==> config.mk <==
export PLATFORM = sky130hd
export DESIGN_NAME = execute_stage
export DESIGN_NICKNAME = d
export VERILOG_FILES = /design/src/rtl/core_pkg.sv /design/src/rtl/condcheck.sv /design/src/rtl/execute_stage.sv
export SDC_FILE = /design/constraint.sdc
export NUM_CORES = 1
export LEC_CHECK = 0
export CAP_MARGIN = 20
export CORE_MARGIN = 2
export CORE_UTILIZATION = 49
export DETAILED_ROUTE_END_ITERATION = 16
export GPL_ROUTABILITY_DRIVEN = 1
export HOLD_SLACK_MARGIN = 0.12
export PLACE_DENSITY = 0.87
export RECOVER_POWER = 50
export SLEW_MARGIN = 20
export SYNTH_ARGS = -nofsm -noshare
export SYNTH_HDL_FRONTEND = slang
export SYNTH_SLANG_ARGS = --single-unit
==> constraint.sdc <==
create_clock -name clk -period 8.4 [get_ports clk]
set_input_delay 1.68 -clock clk [delete_from_list [all_inputs] [get_ports clk]]
set_output_delay 1.68 -clock clk [all_outputs]
set_load 0.02 [all_outputs]
==> src/rtl/core_pkg.sv <==
// Shared core types: ALU opcodes, ARM condition codes, forwarding selects.
// Imported by every pipeline stage of the core.
package core_pkg;

   typedef enum logic [3:0] {
      ADD = 4'd0,
      SUB = 4'd1,
      AND = 4'd2,
      ORR = 4'd3,
      EOR = 4'd4,
      RSB = 4'd5,
      MOV = 4'd6,
      BIC = 4'd7,
      MVN = 4'd8
   } alu_op_t;

   typedef enum logic [3:0] {
      EQ = 4'd0,
      NE = 4'd1,
      CS = 4'd2,
      CC = 4'd3,
      MI = 4'd4,
      PL = 4'd5,
      VS = 4'd6,
      VC = 4'd7,
      HI = 4'd8,
      LS = 4'd9,
      GE = 4'd10,
      LT = 4'd11,
      GT = 4'd12,
      LE = 4'd13,
      AL = 4'd14,
      NV = 4'd15
   } cond_t;

   typedef enum logic [1:0] {
      REG = 2'd0,
      WB  = 2'd1,
      MEM = 2'd2
   } fwd_sel_t;

   localparam int FLAG_N = 3;
   localparam int FLAG_Z = 2;
   localparam int FLAG_C = 1;
   localparam int FLAG_V = 0;

endpackage

==> src/rtl/condcheck.sv <==
// ARM condition evaluation: cond field + current NZCV -> condex.
// Ports: cond[3:0], flags[3:0] {N,Z,C,V}; out condex.
module condcheck
   import core_pkg::*;
(
   input  logic [3:0] cond,
   input  logic [3:0] flags,
   output logic       condex
);

   logic n, z, c, v;

   assign n = flags[FLAG_N];
   assign z = flags[FLAG_Z];
   assign c = flags[FLAG_C];
   assign v = flags[FLAG_V];

   always_comb begin
      condex = 1'b0;
      case (cond)
         EQ:      condex = z;
         NE:      condex = !z;
         CS:      condex = c;
         CC:      condex = !c;
         MI:      condex = n;
         PL:      condex = !n;
         VS:      condex = v;
         VC:      condex = !v;
         HI:      condex = c && !z;
         LS:      condex = !c || z;
         GE:      condex = (n == v);
         LT:      condex = (n != v);
         GT:      condex = !z && (n == v);
         LE:      condex = z || (n != v);
         AL:      condex = 1'b1;
         default: condex = 1'b0;
      endcase
   end

endmodule

==> src/rtl/execute_stage.sv <==
// Execute stage: operand forwarding, ALU, NZCV register, cond gating, E/M reg.
// Ports: D/E controls+operands in, ResultW fwd in; ALUResultE/BranchTakenE/FlagsE, M bundle out.
module execute_stage
   import core_pkg::*;
#(
   parameter int         DATA_W    = 32,
   parameter logic [3:0] FLAGS_RST = 4'b0000
)(
   input  logic              clk,
   input  logic              reset,
   input  logic              PCSrcE,
   input  logic              RegWriteE,
   input  logic              MemtoRegE,
   input  logic              MemWriteE,
   input  logic              ALUSrcE,
   input  logic              BranchE,
   input  logic [1:0]        FlagWriteE,
   input  logic [3:0]        ALUControlE,
   input  logic [3:0]        CondE,
   input  logic [3:0]        RdE,
   input  logic [3:0]        byteEnableE,
   input  logic [DATA_W-1:0] Rd1E,
   input  logic [DATA_W-1:0] Rd2E,
   input  logic [DATA_W-1:0] ExtE,
   input  logic [1:0]        ForwardAE,
   input  logic [1:0]        ForwardBE,
   input  logic [DATA_W-1:0] ResultW,
   output logic [DATA_W-1:0] ALUResultE,
   output logic              BranchTakenE,
   output logic [3:0]        FlagsE,
   output logic              PCSrcM,
   output logic              RegWriteM,
   output logic              MemWriteM,
   output logic              MemtoRegM,
   output logic [DATA_W-1:0] ALUResultM,
   output logic [DATA_W-1:0] WriteDataM,
   output logic [3:0]        RdM,
   output logic [3:0]        byteEnableM
);

   logic [DATA_W-1:0] srca, srcb, wdata;
   logic [DATA_W-1:0] ax, bx;
   logic [DATA_W:0]   sum;
   logic              cin, arith, cv_upd;
   logic              c_res, v_res;
   logic              condex;

   always_comb begin
      case (ForwardAE)
         MEM:     srca = ALUResultM;
         WB:      srca = ResultW;
         default: srca = Rd1E;
      endcase
      case (ForwardBE)
         MEM:     wdata = ALUResultM;
         WB:      wdata = ResultW;
         default: wdata = Rd2E;
      endcase
   end

   assign srcb = ALUSrcE ? ExtE : wdata;

   // One shared adder: SUB is a+~b+1, RSB is b+~a+1.
   always_comb begin
      ax         = srca;
      bx         = srcb;
      cin        = 1'b0;
      arith      = 1'b0;
      cv_upd     = 1'b0;
      ALUResultE = '0;
      case (ALUControlE)
         ADD: begin
            arith = 1'b1;
         end
         SUB: begin
            bx    = ~srcb;
            cin   = 1'b1;
            arith = 1'b1;
         end
         RSB: begin
            ax    = srcb;
            bx    = ~srca;
            cin   = 1'b1;
            arith = 1'b1;
         end
         AND:     ALUResultE = srca & srcb;
         ORR:     ALUResultE = srca | srcb;
         EOR:     ALUResultE = srca ^ srcb;
         BIC:     ALUResultE = srca & ~srcb;
         MOV:     ALUResultE = srcb;
         MVN:     ALUResultE = ~srcb;
         // Undefined: zero result, C/V forced to zero.
         default: cv_upd = 1'b1;
      endcase
      sum = {1'b0, ax} + {1'b0, bx}
          + {{DATA_W{1'b0}}, cin};
      if (arith) begin
         ALUResultE = sum[DATA_W-1:0];
         cv_upd     = 1'b1;
      end
   end

   assign c_res = arith & sum[DATA_W];
   assign v_res = arith
                & (ax[DATA_W-1] == bx[DATA_W-1])
                & (sum[DATA_W-1] != ax[DATA_W-1]);

   condcheck u_cond (
      .cond   (CondE),
      .flags  (FlagsE),
      .condex (condex)
   );

   assign BranchTakenE = BranchE & condex;

   always_ff @(posedge clk or posedge reset) begin
      if (reset) begin
         FlagsE <= FLAGS_RST;
      end else if (condex) begin
         if (FlagWriteE[1]) begin
            FlagsE[FLAG_N] <= ALUResultE[DATA_W-1];
            FlagsE[FLAG_Z] <= (ALUResultE == '0);
         end
         if (FlagWriteE[0] && cv_upd) begin
            FlagsE[FLAG_C] <= c_res;
            FlagsE[FLAG_V] <= v_res;
         end
      end
   end

   always_ff @(posedge clk or posedge reset) begin
      if (reset) begin
         PCSrcM      <= 1'b0;
         RegWriteM   <= 1'b0;
         MemWriteM   <= 1'b0;
         MemtoRegM   <= 1'b0;
         ALUResultM  <= '0;
         WriteDataM  <= '0;
         RdM         <= '0;
         byteEnableM <= '0;
      end else begin
         PCSrcM      <= PCSrcE & condex;
         RegWriteM   <= RegWriteE & condex;
         MemWriteM   <= MemWriteE & condex;
         MemtoRegM   <= MemtoRegE;
         ALUResultM  <= ALUResultE;
         WriteDataM  <= wdata;
         RdM         <= RdE;
         byteEnableM <= byteEnableE;
      end
   end

endmodule

==> metrics.cfg <==
[routing]
routed_wl_um = 43400
avgRoutedWirePerCell_um = 24.3
drtIter0Drc = 2067
postRouteAntennaNets = 0
vias = 12165
first_pass_iters = 9
drc = 0
vias_per_cell = 6.80

[global_routing]
grt_max_degree = 59
grt-ovfl-total = 0
grt_pass1_wl_um = 65200
grt_pass1_vias = 11349
grtUsageTotal = 0.419
antenna_found_initial = 1

[worst_setup_path]
crit_family = buffers and inverters
rr_worst_depth = 17
worstPathRequired_ns = 6.72
critPathSlowestCell = clkdlybuf4s50_1
worst-path-buf-inv = 7
critPathMaxStageDelay_ns = 0.63
critPathArrivalTime_ns = 6.60
crit_cells = 19
crit_type = in2out
endpoint_kind = output pin
critPathLaunchType = input pin
worst-path-max-fanout = 42
cp_cell_sequence = clkdlybuf4s50_1 -> inv_1 -> ha_2 -> buf_12 -> nor2_1 -> buf_4 -> a221oi_4 -> nor2_1 -> a221oi_1 -> ha_1 -> and3_1 -> and3_1 -> nor3b_1 -> buf_4 -> o211ai_1 -> o22ai_1 -> a221oi_1 -> inv_1 -> clkdlybuf4s50_1

[clock_tree]
postCtsSetupBuffers = 0
cts_tree = done
clock_sinks = 80
clockBufferDepth = 2
cts_max_level = 3
insertion_delay_ns = 0.35
cts_root_buf = clkbuf_16
cts_buffers = 9
clkTransAtPathRegs_ns = 0.07
postCtsHoldBufs = 0

[synthesis]
synthAdderAreaFrac = 0.0949
synth_top_family_by_area = compound AO/OA/AOI/OAI gates
synth_edf_count = 0
synthCells = 1226
synthMuxAreaShare = 0.0334
synthDistinctLibCells = 74
synthXorXnorAreaFrac = 0.0114
synth-seq-cells = 80
synth-compound-area-share = 0.376
yosysWarningCount = 0
async_reset_ff_frac = 1.00
synth_nets = 1453
synth-simple-area-share = 0.192
synth_seq_area_share = 0.216
syn_area_sq_um = 9260
syn_avg_cell_area_sq_um = 7.55
synth_ff_type = dfrtp_1

[timing]
hold_slack_ns = 0.633
fin_crit_ns = 8.28
finalSetupViolCount = 0
rsz0062_at_grt = no
tightestPinTransition_ns = 3.25
finalCritPeriodShare = 0.986
skew_ns = 0.0144
max_freq_mhz = 121
maxSlewHeadroom = -1.16
final_max_slew_viol_count = 59
finalHoldViolCount = 0

[place]
globalplace.congestion = 1.11
dpl_cell_area_sq_um = 12900
hpwl_um = 33000
dp.cells = 1771
io_buffers = 270

[layout]
area_growth_syn_to_layout_pct = 44.2
drive_gt1_frac = 0.139
final_cells = 1788
final_cell_area_sq_um = 13400
final_util = 0.716
n_fill_cell = 1435
layout.nets = 1775

[floorplanning]
io_pins = 271
dieArea_sq_um = 20000
core_sq_um = 18600
rows = 50
die_w_um = 141
start_util = 0.497
die_y_um = 141

[outcome]
outcome = finished with violations
violations = max-capacitance violations, max-slew violations

[min_path]
holdPathStages = 2
hp-class = reg2reg

[power]
cellPowerDensity_nw_per_um2 = 185
p_leak_uw = 0.00573
max-vdd-ir-drop_mv = 0.101

[run]
cap_violations = 1

==> tightest hold or removal path: cells and delay by family (launching register included) <==
kind            cells  cell delay (ns)
flops               1             0.38
compound gates      1             0.11
simple gates        1             0.10
==> repair_timing <==
item / in CTS / in global routing
gates cloned: 0 / 0
gates resized for setup: 13 / 26
endpoints found under the setup margin: 4 / 15
pin swaps: 0 / 1
==> metrics by stage <==
stage                     total power (uW)  TNS (ns)  setup WS (ns)
after floorplan                       1280         0          0.719
after detailed placement              1950    -0.633         -0.327
final                                 2470         0          0.119
after global routing                  2570         0        0.00229
after global placement                1920    -0.461         -0.304
after CTS                             2410         0       0.000389
==> power by group <==
part	internal [uW]	switching, uW	leakage [uW]
Sequential	448	60.4	0.000993
Clock	264	182	0.000150
Combinational	649	862	0.00459
==> final cells by class <==
class	instances	area [sq um]	share of cell area
Clock buffer	9	225	0.0169
Clock inverter	7	103	0.00769
Antenna cell	1	2.50	0.000187
Tap cell	234	293	0.0219
Multi-Input combinational cell	980	6690	0.501
Sequential cell	80	2000	0.150
Timing Repair Buffer	399	3750	0.281
Inverter	78	294	0.0220
==> state kept, by name, summed over array words and instances, names as in the netlist <==
register     flops
MemtoRegM        1
ALUResultM      32
WriteDataM      32
RdM              4
RegWriteM        1
MemWriteM        1
FlagsE           4
byteEnableM      4
PCSrcM           1
==> routing by layer <==
layer | global-route usage | up-vias | routed length [um] | share of wire
met1 | 0.579 | 5667 | 16400 | 0.38
met2 | 0.632 | 1078 | 18400 | 0.43
met4 | 0.171 | 0 | 2150 | 0.049
li1 | - | 5248 | - | -
met5 | 0 | - | 0 | 0
met3 | 0.0952 | 172 | 6370 | 0.15
==> cell usage after synthesis (10+ instances only) <==
master | count | area share
a211oi_1 | 17 | 0.014
a21o_1 | 12 | 0.0097
a21oi_1 | 81 | 0.044
a221o_1 | 34 | 0.037
a221oi_1 | 24 | 0.023
a22oi_1 | 21 | 0.017
buf_2 | 13 | 0.0070
clkbuf_1 | 59 | 0.024
dfrtp_1 | 80 | 0.22
ha_1 | 67 | 0.091
inv_1 | 78 | 0.032
mux2i_1 | 23 | 0.025
nand2_1 | 141 | 0.057
nand3_1 | 10 | 0.0054
nand4_1 | 15 | 0.010
nor2_1 | 106 | 0.043
nor2b_1 | 25 | 0.017
nor3_1 | 20 | 0.011
o211ai_1 | 17 | 0.014
o21a_1 | 13 | 0.011
o21ai_0 | 134 | 0.072
o21ai_1 | 12 | 0.0065
o221a_2 | 16 | 0.019
o22ai_1 | 15 | 0.010
==> path summary, 6_finish.rpt <==
| kind | startpoint | slack [ns] | to |
|---|---|---|---|
| hold / removal | ALUResultM[18] | 0.63 | WriteDataM[18] |
| min in group asynchronous | reset | 2.00 | WriteDataM[31] |
| setup reg to reg | ALUResultM[0] | 2.70 | FlagsE[2] |
| max in group asynchronous | reset | 2.83 | ALUResultM[21] |
| setup / recovery | ForwardBE[0] | 0.12 | ALUResultE[13] |
| hold reg to reg | ALUResultM[18] | 0.63 | WriteDataM[18] |
==> cells by family after synthesis <==
family	Yosys count
fa+ha+maj	69
simple gates	381
mux	30
buf+inv	166
flops	80
xor+xnor	12
compound gates	488
==> placed cells by master, fill, tap and decap left out, types with 13 or more instances in the layout <==
cell             synthesis  final
buf_4                    8    122
o21ai_0                134    127
clkdlybuf4s50_1          0    213
inv_1                   78     77
o21a_1                  13     13
nand4_1                 15     15
nor2b_1                 25     24
a21oi_1                 81     79
mux2i_1                 23     23
o211ai_1                17     17
o221a_2                 16     16
a221o_1                 34     34
o21ai_1                 12     16
nor3_1                  20     17
nor2_1                 106    105
dfrtp_1                 80     80
nand2_1                141    141
a221oi_1                24     23
ha_1                    67     64
dlygate4sd3_1            0     47
a211oi_1                17     16
o22ai_1                 15     15
a22oi_1                 21     21
(Power assumes the default switching activity.)
